## src/rtl/kmkz_pkg.sv

```systemverilog
// Shared definitions for the kamikaze instruction-fetch bus master.
package kmkz_pkg;

    localparam int KMKZ_XLEN       = 32;
    localparam int KMKZ_WORD_BYTES = 4;

    // One returned instruction word together with its fetch address and bus error.
    typedef struct packed {
        logic [KMKZ_XLEN-1:0] data;
        logic [KMKZ_XLEN-1:0] addr;
        logic                 err;
    } kmkz_rentry_t;

    localparam int KMKZ_RENTRY_W = $bits(kmkz_rentry_t);

    // Clear the byte-offset bits so an address points at a whole word.
    function automatic logic [KMKZ_XLEN-1:0] kmkz_word_align(input logic [KMKZ_XLEN-1:0] a);
        return {a[KMKZ_XLEN-1:2], 2'b00};
    endfunction

endpackage

```

## src/rtl/kmkz_ifetch_rbuf.sv

```systemverilog
// Response buffer: small synchronous FIFO of {data, addr, err} entries with a
// clear that wins over push and pop. A push into a full buffer is accepted only
// when a pop happens in the same cycle.
module kmkz_ifetch_rbuf
    import kmkz_pkg::*;
#(
    parameter int DEPTH = 2,
    parameter int CW    = $clog2(DEPTH + 1)
) (
    input  logic                     i_clk,
    input  logic                     i_rst,
    input  logic                     i_clear,
    input  logic                     i_push,
    input  logic [KMKZ_RENTRY_W-1:0] i_entry,
    input  logic                     i_pop,
    output logic [KMKZ_RENTRY_W-1:0] o_head,
    output logic [CW-1:0]            o_count,
    output logic                     o_empty,
    output logic                     o_full
);

    localparam int AW = (DEPTH > 1) ? $clog2(DEPTH) : 1;

    logic [KMKZ_RENTRY_W-1:0] r_mem [DEPTH];
    logic [AW-1:0]            r_wr_ptr;
    logic [AW-1:0]            r_rd_ptr;
    logic [CW-1:0]            r_count;
    logic                     w_pop;
    logic                     w_push;

    assign w_pop   = i_pop & (r_count != '0);
    assign w_push  = i_push & ((r_count != CW'(DEPTH)) | w_pop);
    assign o_head  = r_mem[r_rd_ptr];
    assign o_count = r_count;
    assign o_empty = (r_count == '0);
    assign o_full  = (r_count == CW'(DEPTH));

    // Entry storage; reset to zero so the head reads as all-zero out of reset.
    always_ff @(posedge i_clk or posedge i_rst) begin
        if (i_rst) begin
            for (int i = 0; i < DEPTH; i++) begin
                r_mem[i] <= '0;
            end
        end else if (w_push && !i_clear) begin
            r_mem[r_wr_ptr] <= i_entry;
        end
    end

    // Pointer and occupancy bookkeeping; DEPTH is a power of two so pointers wrap naturally.
    always_ff @(posedge i_clk or posedge i_rst) begin
        if (i_rst) begin
            r_wr_ptr <= '0;
            r_rd_ptr <= '0;
            r_count  <= '0;
        end else if (i_clear) begin
            r_wr_ptr <= '0;
            r_rd_ptr <= '0;
            r_count  <= '0;
        end else begin
            if (w_push) r_wr_ptr <= r_wr_ptr + AW'(1);
            if (w_pop)  r_rd_ptr <= r_rd_ptr + AW'(1);
            r_count <= r_count + CW'(w_push) - CW'(w_pop);
        end
    end

endmodule

```

## src/rtl/kmkz_ifetch_bus.sv

```systemverilog
// Instruction-side bus master: issues pipelined word reads under a credit limit,
// buffers in-order responses for the fetch FIFO, and on a branch drops every
// response that belongs to the old stream.
module kmkz_ifetch_bus
    import kmkz_pkg::*;
#(
    parameter logic [31:0] RESET_ADDR = 32'h0000_0000,
    parameter int          BUF_DEPTH  = 2
) (
    input  logic        clk_i,
    input  logic        rst_i,
    input  logic        flush_i,
    input  logic [31:0] flush_addr_i,
    input  logic        accept_i,
    output logic [31:0] data_o,
    output logic [31:0] data_addr_o,
    output logic        ready_o,
    output logic        err_o,
    output logic        bus_req_o,
    output logic [31:0] bus_addr_o,
    input  logic        bus_gnt_i,
    input  logic        bus_rvalid_i,
    input  logic [31:0] bus_rdata_i,
    input  logic        bus_err_i
);

    localparam int          CW           = $clog2(BUF_DEPTH + 1);
    localparam int          SW           = CW + 2;
    localparam logic [31:0] RESET_WADDR  = {RESET_ADDR[31:2], 2'b00};

    logic [31:0]              r_fetch_addr;
    logic [31:0]              r_resp_addr;
    logic [31:0]              r_hold_addr;
    logic [CW-1:0]            r_outstanding;
    logic [CW-1:0]            r_drop_cnt;
    logic                     r_hold;
    logic                     r_hold_stale;
    logic                     r_run;

    logic                     w_ready;
    logic                     w_pop;
    logic                     w_gnt;
    logic                     w_gnt_stale;
    logic                     w_rsp_drop;
    logic                     w_rsp_keep;
    logic                     w_push;
    logic [SW-1:0]            w_used;
    logic [CW-1:0]            w_buf_count;
    logic                     w_empty;
    logic                     w_full;
    logic [KMKZ_RENTRY_W-1:0] w_head_raw;
    kmkz_rentry_t             w_head;
    kmkz_rentry_t             w_push_entry;

    // A word popped this cycle frees its slot for a request raised in the same cycle,
    // which is what sustains one word per cycle at the minimum depth.
    assign w_ready     = ~w_empty;
    assign w_pop       = accept_i & w_ready;
    assign w_used      = SW'(r_outstanding) + SW'(w_buf_count) + SW'(r_drop_cnt) - SW'(w_pop);
    assign bus_req_o   = r_hold | (r_run & (w_used < SW'(BUF_DEPTH)));
    assign bus_addr_o  = r_hold ? r_hold_addr : r_fetch_addr;
    assign w_gnt       = bus_req_o & bus_gnt_i;
    // Any request granted in a flush cycle, or held across an earlier flush, is old-stream.
    assign w_gnt_stale = r_hold ? (r_hold_stale | flush_i) : flush_i;

    assign w_rsp_drop  = bus_rvalid_i & (r_drop_cnt != '0);
    assign w_rsp_keep  = bus_rvalid_i & (r_drop_cnt == '0);
    assign w_push      = w_rsp_keep & ~flush_i & (~w_full | w_pop);

    assign w_push_entry = '{data: bus_rdata_i, addr: r_resp_addr, err: bus_err_i};
    assign w_head       = kmkz_rentry_t'(w_head_raw);
    assign data_o       = w_head.data;
    assign data_addr_o  = w_head.addr;
    assign err_o        = w_head.err;
    assign ready_o      = w_ready;

    kmkz_ifetch_rbuf #(
        .DEPTH (BUF_DEPTH),
        .CW    (CW)
    ) u_rbuf (
        .i_clk   (clk_i),
        .i_rst   (rst_i),
        .i_clear (flush_i),
        .i_push  (w_push),
        .i_entry (w_push_entry),
        .i_pop   (w_pop),
        .o_head  (w_head_raw),
        .o_count (w_buf_count),
        .o_empty (w_empty),
        .o_full  (w_full)
    );

    // Keep requests low during reset; the first request follows the first edge after release.
    always_ff @(posedge clk_i or posedge rst_i) begin
        if (rst_i) r_run <= 1'b0;
        else       r_run <= 1'b1;
    end

    // Credit counters: live requests in flight and old-stream responses still to discard.
    always_ff @(posedge clk_i or posedge rst_i) begin
        if (rst_i) begin
            r_outstanding <= '0;
            r_drop_cnt    <= '0;
        end else if (flush_i) begin
            r_outstanding <= '0;
            r_drop_cnt    <= CW'(SW'(r_drop_cnt) - SW'(w_rsp_drop) + SW'(r_outstanding)
                                 - SW'(w_rsp_keep) + SW'(w_gnt));
        end else begin
            r_outstanding <= r_outstanding + CW'(w_gnt & ~w_gnt_stale) - CW'(w_rsp_keep);
            r_drop_cnt    <= r_drop_cnt + CW'(w_gnt & w_gnt_stale) - CW'(w_rsp_drop);
        end
    end

    // Next request address and the address tag for the next kept response.
    always_ff @(posedge clk_i or posedge rst_i) begin
        if (rst_i) begin
            r_fetch_addr <= RESET_WADDR;
            r_resp_addr  <= RESET_WADDR;
        end else if (flush_i) begin
            r_fetch_addr <= kmkz_word_align(flush_addr_i);
            r_resp_addr  <= kmkz_word_align(flush_addr_i);
        end else begin
            if (w_gnt && !w_gnt_stale) r_fetch_addr <= r_fetch_addr + 32'(KMKZ_WORD_BYTES);
            if (w_push)                r_resp_addr  <= r_resp_addr + 32'(KMKZ_WORD_BYTES);
        end
    end

    // Freeze a raised but ungranted request, remembering whether it predates a flush.
    always_ff @(posedge clk_i or posedge rst_i) begin
        if (rst_i) begin
            r_hold       <= 1'b0;
            r_hold_stale <= 1'b0;
            r_hold_addr  <= RESET_WADDR;
        end else begin
            r_hold       <= bus_req_o & ~bus_gnt_i;
            r_hold_stale <= bus_req_o & ~bus_gnt_i & w_gnt_stale;
            if (bus_req_o && !bus_gnt_i) r_hold_addr <= bus_addr_o;
        end
    end

endmodule

```

## config.mk

```make
export PLATFORM = sky130hd
export DESIGN_NAME = kmkz_ifetch_bus
export DESIGN_NICKNAME = d
export VERILOG_FILES = /design/src/rtl/kmkz_pkg.sv /design/src/rtl/kmkz_ifetch_rbuf.sv /design/src/rtl/kmkz_ifetch_bus.sv
export SDC_FILE = /design/constraint.sdc
export NUM_CORES = 1
export LEC_CHECK = 0
export CAP_MARGIN = 10
export CORE_ASPECT_RATIO = 0.6
export CORE_MARGIN = 2
export CORE_UTILIZATION = 45
export CTS_CLUSTER_SIZE = 8
export DETAILED_ROUTE_END_ITERATION = 16
export GPL_ROUTABILITY_DRIVEN = 0
export PLACE_DENSITY = 0.71
export RECOVER_POWER = 25
export SLEW_MARGIN = 20
export SYNTH_ARGS = -nofsm -noshare
export SYNTH_HDL_FRONTEND = slang
export SYNTH_SLANG_ARGS = --single-unit
```

## constraint.sdc

```tcl
create_clock -name clk_i -period 19.46 [get_ports clk_i]
set_input_delay 3.892 -clock clk_i [delete_from_list [all_inputs] [get_ports clk_i]]
set_output_delay 3.892 -clock clk_i [all_outputs]
set_load 0.01 [all_outputs]
```

==> flow_results.org <==
** Status
- The flow ran to the end, but the final reports show violations.
- Violated checks :: capacitance limit, slew limit

** Setup path
- Critical Path Start :: accept_i
- Data on the critical path is required at its endpoint by approximately 16 ns.
- Maximum fanout count along the critical path :: 9
- Worst setup endpoint :: bus_req_o
- CP startpoint kind :: primary input
- The endpoint identified for the worst register-to-register timing path is r_drop_cnt[1].
- For this design, the slowest cell found on the critical path is clkdlybuf4s50_1.
- Type of element capturing the critical path :: primary output
- Stages on worst setup path :: 11
- The number of cells on the worst reg-to-reg path is 19.
- The critical path contains buffers and inverters numbering 4 combined.
- Signal arrival time at the worst endpoint :: 7.60 ns
- By startpoint and endpoint, the worst setup path is classified as primary input to primary output.
- Largest delay share family, worst path :: buffers and inverters
- Reg2reg start :: u_rbuf.o_count[1]
- Reg2reg setup slack :: ~15 ns
- In this design, the stage delay of the slowest critical-path cell is approximately 0.59 ns.
- Traced cell by cell, the critical path runs through clkdlybuf4s50_1 > and2_0 > ha_1 > inv_1 > fa_1 > ha_1 > fa_1 > xnor2_1 > a31oi_2 > clkinv_1 > clkdlybuf4s50_1.

** Routing
- 1st-iter DRT viols :: 490
- The routed layout has about 8000 vias.
- Wire per inst :: ~19 um
- Dividing the detail-routed via count by the number of cells gives between 5 and 6.
- First-pass iteration count of the detailed router :: 5
- Remaining routing DRC violations :: 0
- In this run the remaining antenna-violating nets after routing total 0.
- Total length of routed wires :: about 28000 um

** Layout
- Total area of sequential cells :: ~0.0057 mm2
- Nets@finish :: about 1200
- The area growth from synthesis to layout is 24.89%.
- Fill cells in the final layout number 2085.
- Summing all multi-input logic gate instances after layout gives around 0.0052 mm2.
- Layout cell share with drive strength beyond 1 :: between 20% and 30%

** Floorplan
- Core area :: about 0.024 mm2
- Initial Util :: about 46%
- Die span in y :: roughly 130 um
- 170 I/O pins were placed.
- The die is around 210 um wide.
- The die covers 0.02647 mm2.
- Row Count :: between 40 and 50

** Clocking
- TritonCTS built the clock tree.
- Post-CTS setup-driven buffer insertion count :: 0
- Maximum clock insertion buffer count :: 3
- For the worst-skew pair, the clock arrives at the later sink with an insertion delay of around 0.5 ns.
- The H-tree generated during clock tree synthesis spans 2 levels.
- The cell sitting at the root of the clock tree is a clkbuf_16.
- Reg clk slew, reported paths :: roughly 0.050 ns
- Hold repair after CTS inserted 0 buffers.
- Clock tree synthesis inserted a total of 34 buffers.
- Post_cts resized :: 0
- Count of clock tree sinks :: 229

** STA
- Final setup fails :: 0
- The final-report hold violation count is 0.
- Adding up every negative setup slack in the final design gives 0 ns.
- Headroom to the max-slew limit came out at -185.8%.
- The max-slew violation total from the final report is roughly 170.
- Highest clock rate :: about 0.087 GHz
- Worst Clk Skew :: roughly 0.0099 ns
- At the pin with the least slew margin, the transition time is about 4.3 ns.
- Subtracting the final worst setup slack from the clock period gives ~11 ns.
- In the finished design, the share of the clock period the worst path needs comes to between 50 and 60%.
- Final hold analysis gives a worst-case slack of 0.4656 ns.
- Setup repair after global routing left no endpoint under its margin.

** Synth
- Combined area of all synthesized cells :: roughly 0.011 mm2
- Of all flip-flops after synthesis, the portion carrying an async set or reset was 100.0%.
- Top flip-flop cell by instance count after synthesis :: dfrtp_1
- Synthesis produced roughly 970 cells.
- For this run, the register share of the synthesized area comes to 50.64%.
- Average cell area after synthesis :: between 10 and 15 um2
- Counting flops and latches in the post-synthesis netlist gives around 230.
- EDFF count, synth :: 0
- Synthesis instantiated between 60 and 70 different standard cells from the library.
- The Yosys step of the flow raised 0 warnings.

** Global route
- GR Overflow Total :: 0
- For this run, global-route usage on met2 was measured as between 30% and 40%.
- The number of antenna violations at the first check in global routing was 1.
- Wire length of the first global-routing pass :: 45230 um
- Global routing used approximately 6.3% of the available met3 tracks.
- In this run the most used layer during global routing was met1.
- Total routing usage reported by global routing :: roughly 22%
- Met1 usage in global routing :: between 30 and 40%
- The via count of the first global-routing pass came to 8113.
- Maximum number of pins on one net before global-route repair :: 85

** Place
- Port Buffers :: approximately 170
- Once detailed placement completed, the half-perimeter wirelength came to between 15000 and 20000 um.

** Flow run
- The tool flagged a number of max-cap violations equal to 2.

** Power and ir drop
- IR analysis of the VDD net gives a maximum drop of 0.00007762 V.
- Pwr per Cell Area :: approximately 150 mW/mm2
- Leakage component of the power :: a little over 6 nW

** Hold path
- Class of the tightest hold or removal check :: flip-flop to flip-flop
[synthesized netlist by cell type (all sizes together) (2+ instances only)]
library cell | instances | share of area [%]
a21oi | 15 | 0.66
xnor2 | 32 | 2.5
o21ai | 25 | 1.1
nor3 | 13 | 0.71
nand2 | 129 | 4.3
dfrtp | 229 | 51
nand3 | 28 | 1.3
clkbuf | 26 | 0.86
nor2b | 4 | 0.22
nand4b | 2 | 0.15
a21boi | 9 | 0.60
or3 | 4 | 0.23
nor4 | 10 | 0.82
xor2 | 24 | 1.9
and3 | 6 | 0.33
a41oi | 2 | 0.15
or4 | 4 | 0.30
conb | 2 | 0.066
o31a | 6 | 0.49
or2 | 2 | 0.11
a31oi | 3 | 0.22
nand2b | 7 | 0.39
fa | 4 | 0.71
nand4 | 17 | 1.1
nor2 | 30 | 1.0
mux2i | 3 | 0.27
buf | 25 | 1.3
o211ai | 2 | 0.13
ha | 13 | 1.4
and4 | 6 | 0.46
clkinv | 2 | 0.066
mux2 | 231 | 23
and2 | 7 | 0.39
inv | 27 | 0.90
nor4b | 2 | 0.15
or3b | 2 | 0.15
o31ai | 4 | 0.27
[layer usage]
| metal | vias to the layer above | routed length, um |
|---|---|---|
| li1 | 3680 | - |
| met1 | 4014 | 13740 |
| met2 | 239 | 11600 |
| met3 | 34 | 2233 |
| met4 | 0 | 369 |
| met5 | - | 0 |
[logic make-up (layout without fill, tap and decap cells)]
family	Yosys count	after routing	share of synthesized area, %
AND/OR/NAND/NOR	276	276	12.30
multiplexers	234	234	23.25
flip-flops	229	229	50.64
buffers and inverters	80	242	3.107
AO/OA/AOI/OAI	73	73	4.157
XOR/XNOR	56	56	4.334
adder cells (fa/ha/maj)	17	17	2.145
other	2	4	0.06637
[final cells by class]
type	instances	area share [%]
diodes	1	0.01771
clock buffers	38	6.578
clock inverters	1	0.03541
inverters	29	0.7791
multi-input cells	659	37.08
flip-flops and latches	229	40.56
well taps	322	2.851
repair buffers	174	12.10
[worst reg2reg max path, cell delays in order (launching register included)]
cell and delay [ns]:
dfrtp_1 0.44, or2_2 0.37, and2_0 0.24, ha_1 0.31
inv_1 0.04, ha_1 0.26, a21o_1 0.18, ha_1 0.19
fa_1 0.41, xnor2_1 0.16, a31oi_2 0.43, clkinv_1 0.39
and2_1 0.30, nand2b_1 0.08, ha_1 0.23, inv_1 0.06
ha_1 0.15, xnor2_1 0.14, xnor2_1 0.14, o21ai_0 0.10
[metrics by stage]
step	instance area, um2	power (mW)	std cells	utilization [%]	worst slack, ns
6_report	14130	2.127	1453	57.82	7.972
5_1_grt	14130	2.267	1452	57.81	7.451
4_1_cts	14140	2.147	1452	57.85	8.077
3_5_place_dp	13210	1.603	1413	54.02	8.113
3_3_place_gp	13210	1.581	1413	54.02	8.196
2_1_floorplan	11320	1.257	968	-	9.292
[cell usage in the layout (no fill, tap or decap), types with 3 or more instances in the layout]
master / synthesis / layout
nor3_2: 3 / 3
nand4_1: 16 / 16
ha_1: 13 / 13
o31a_1: 4 / 4
nor4_1: 8 / 8
fa_1: 4 / 4
buf_4: 5 / 8
nand2b_1: 7 / 7
conb_1: 2 / 3
nor3_1: 10 / 10
a21oi_1: 15 / 15
o31ai_1: 4 / 4
clkbuf_16: 0 / 37
xnor2_1: 32 / 32
inv_1: 27 / 26
o21ai_0: 24 / 24
mux2_2: 231 / 231
nor2_1: 30 / 30
and4_1: 6 / 6
xor2_1: 24 / 24
and2_1: 7 / 6
clkdlybuf4s50_1: 0 / 163
nand3_1: 27 / 27
dfrtp_1: 229 / 228
nor2b_1: 4 / 4
or4_1: 3 / 3
and3_1: 6 / 6
a21boi_0: 9 / 9
or3_1: 3 / 3
nand2_1: 129 / 128
mux2i_1: 3 / 3
[worst min-delay path by stage]
stage               startpoint              end  depth (start not counted)
2_1_floorplan  r_hold_addr[10]  r_hold_addr[10]                          2
4_1_cts        r_hold_addr[11]  r_hold_addr[11]                          2
3_5_place_dp    r_hold_addr[4]   r_hold_addr[4]                          2
5_1_grt        r_hold_addr[14]  r_hold_addr[14]                          2
3_3_place_gp   r_hold_addr[16]  r_hold_addr[16]                          2
6_report       r_hold_addr[11]  r_hold_addr[11]                          2
[state kept, by name (all words and copies together) (netlist names)]
register         flops
u_rbuf.o_count       2
u_rbuf.r_wr_ptr      1
r_run                1
u_rbuf.r_rd_ptr      1
r_hold_addr         32
r_resp_addr         30
r_drop_cnt           2
r_outstanding        2
u_rbuf.r_mem       126
r_fetch_addr        30
r_hold               1
r_hold_stale         1
[power by group]
part	internal (mW)	total, mW	switching [mW]
clock network	0.331	0.528	0.196
logic	0.471	0.830	0.358
registers	0.657	0.770	0.113
No activity file was read; power rests on OpenSTA's default activity.
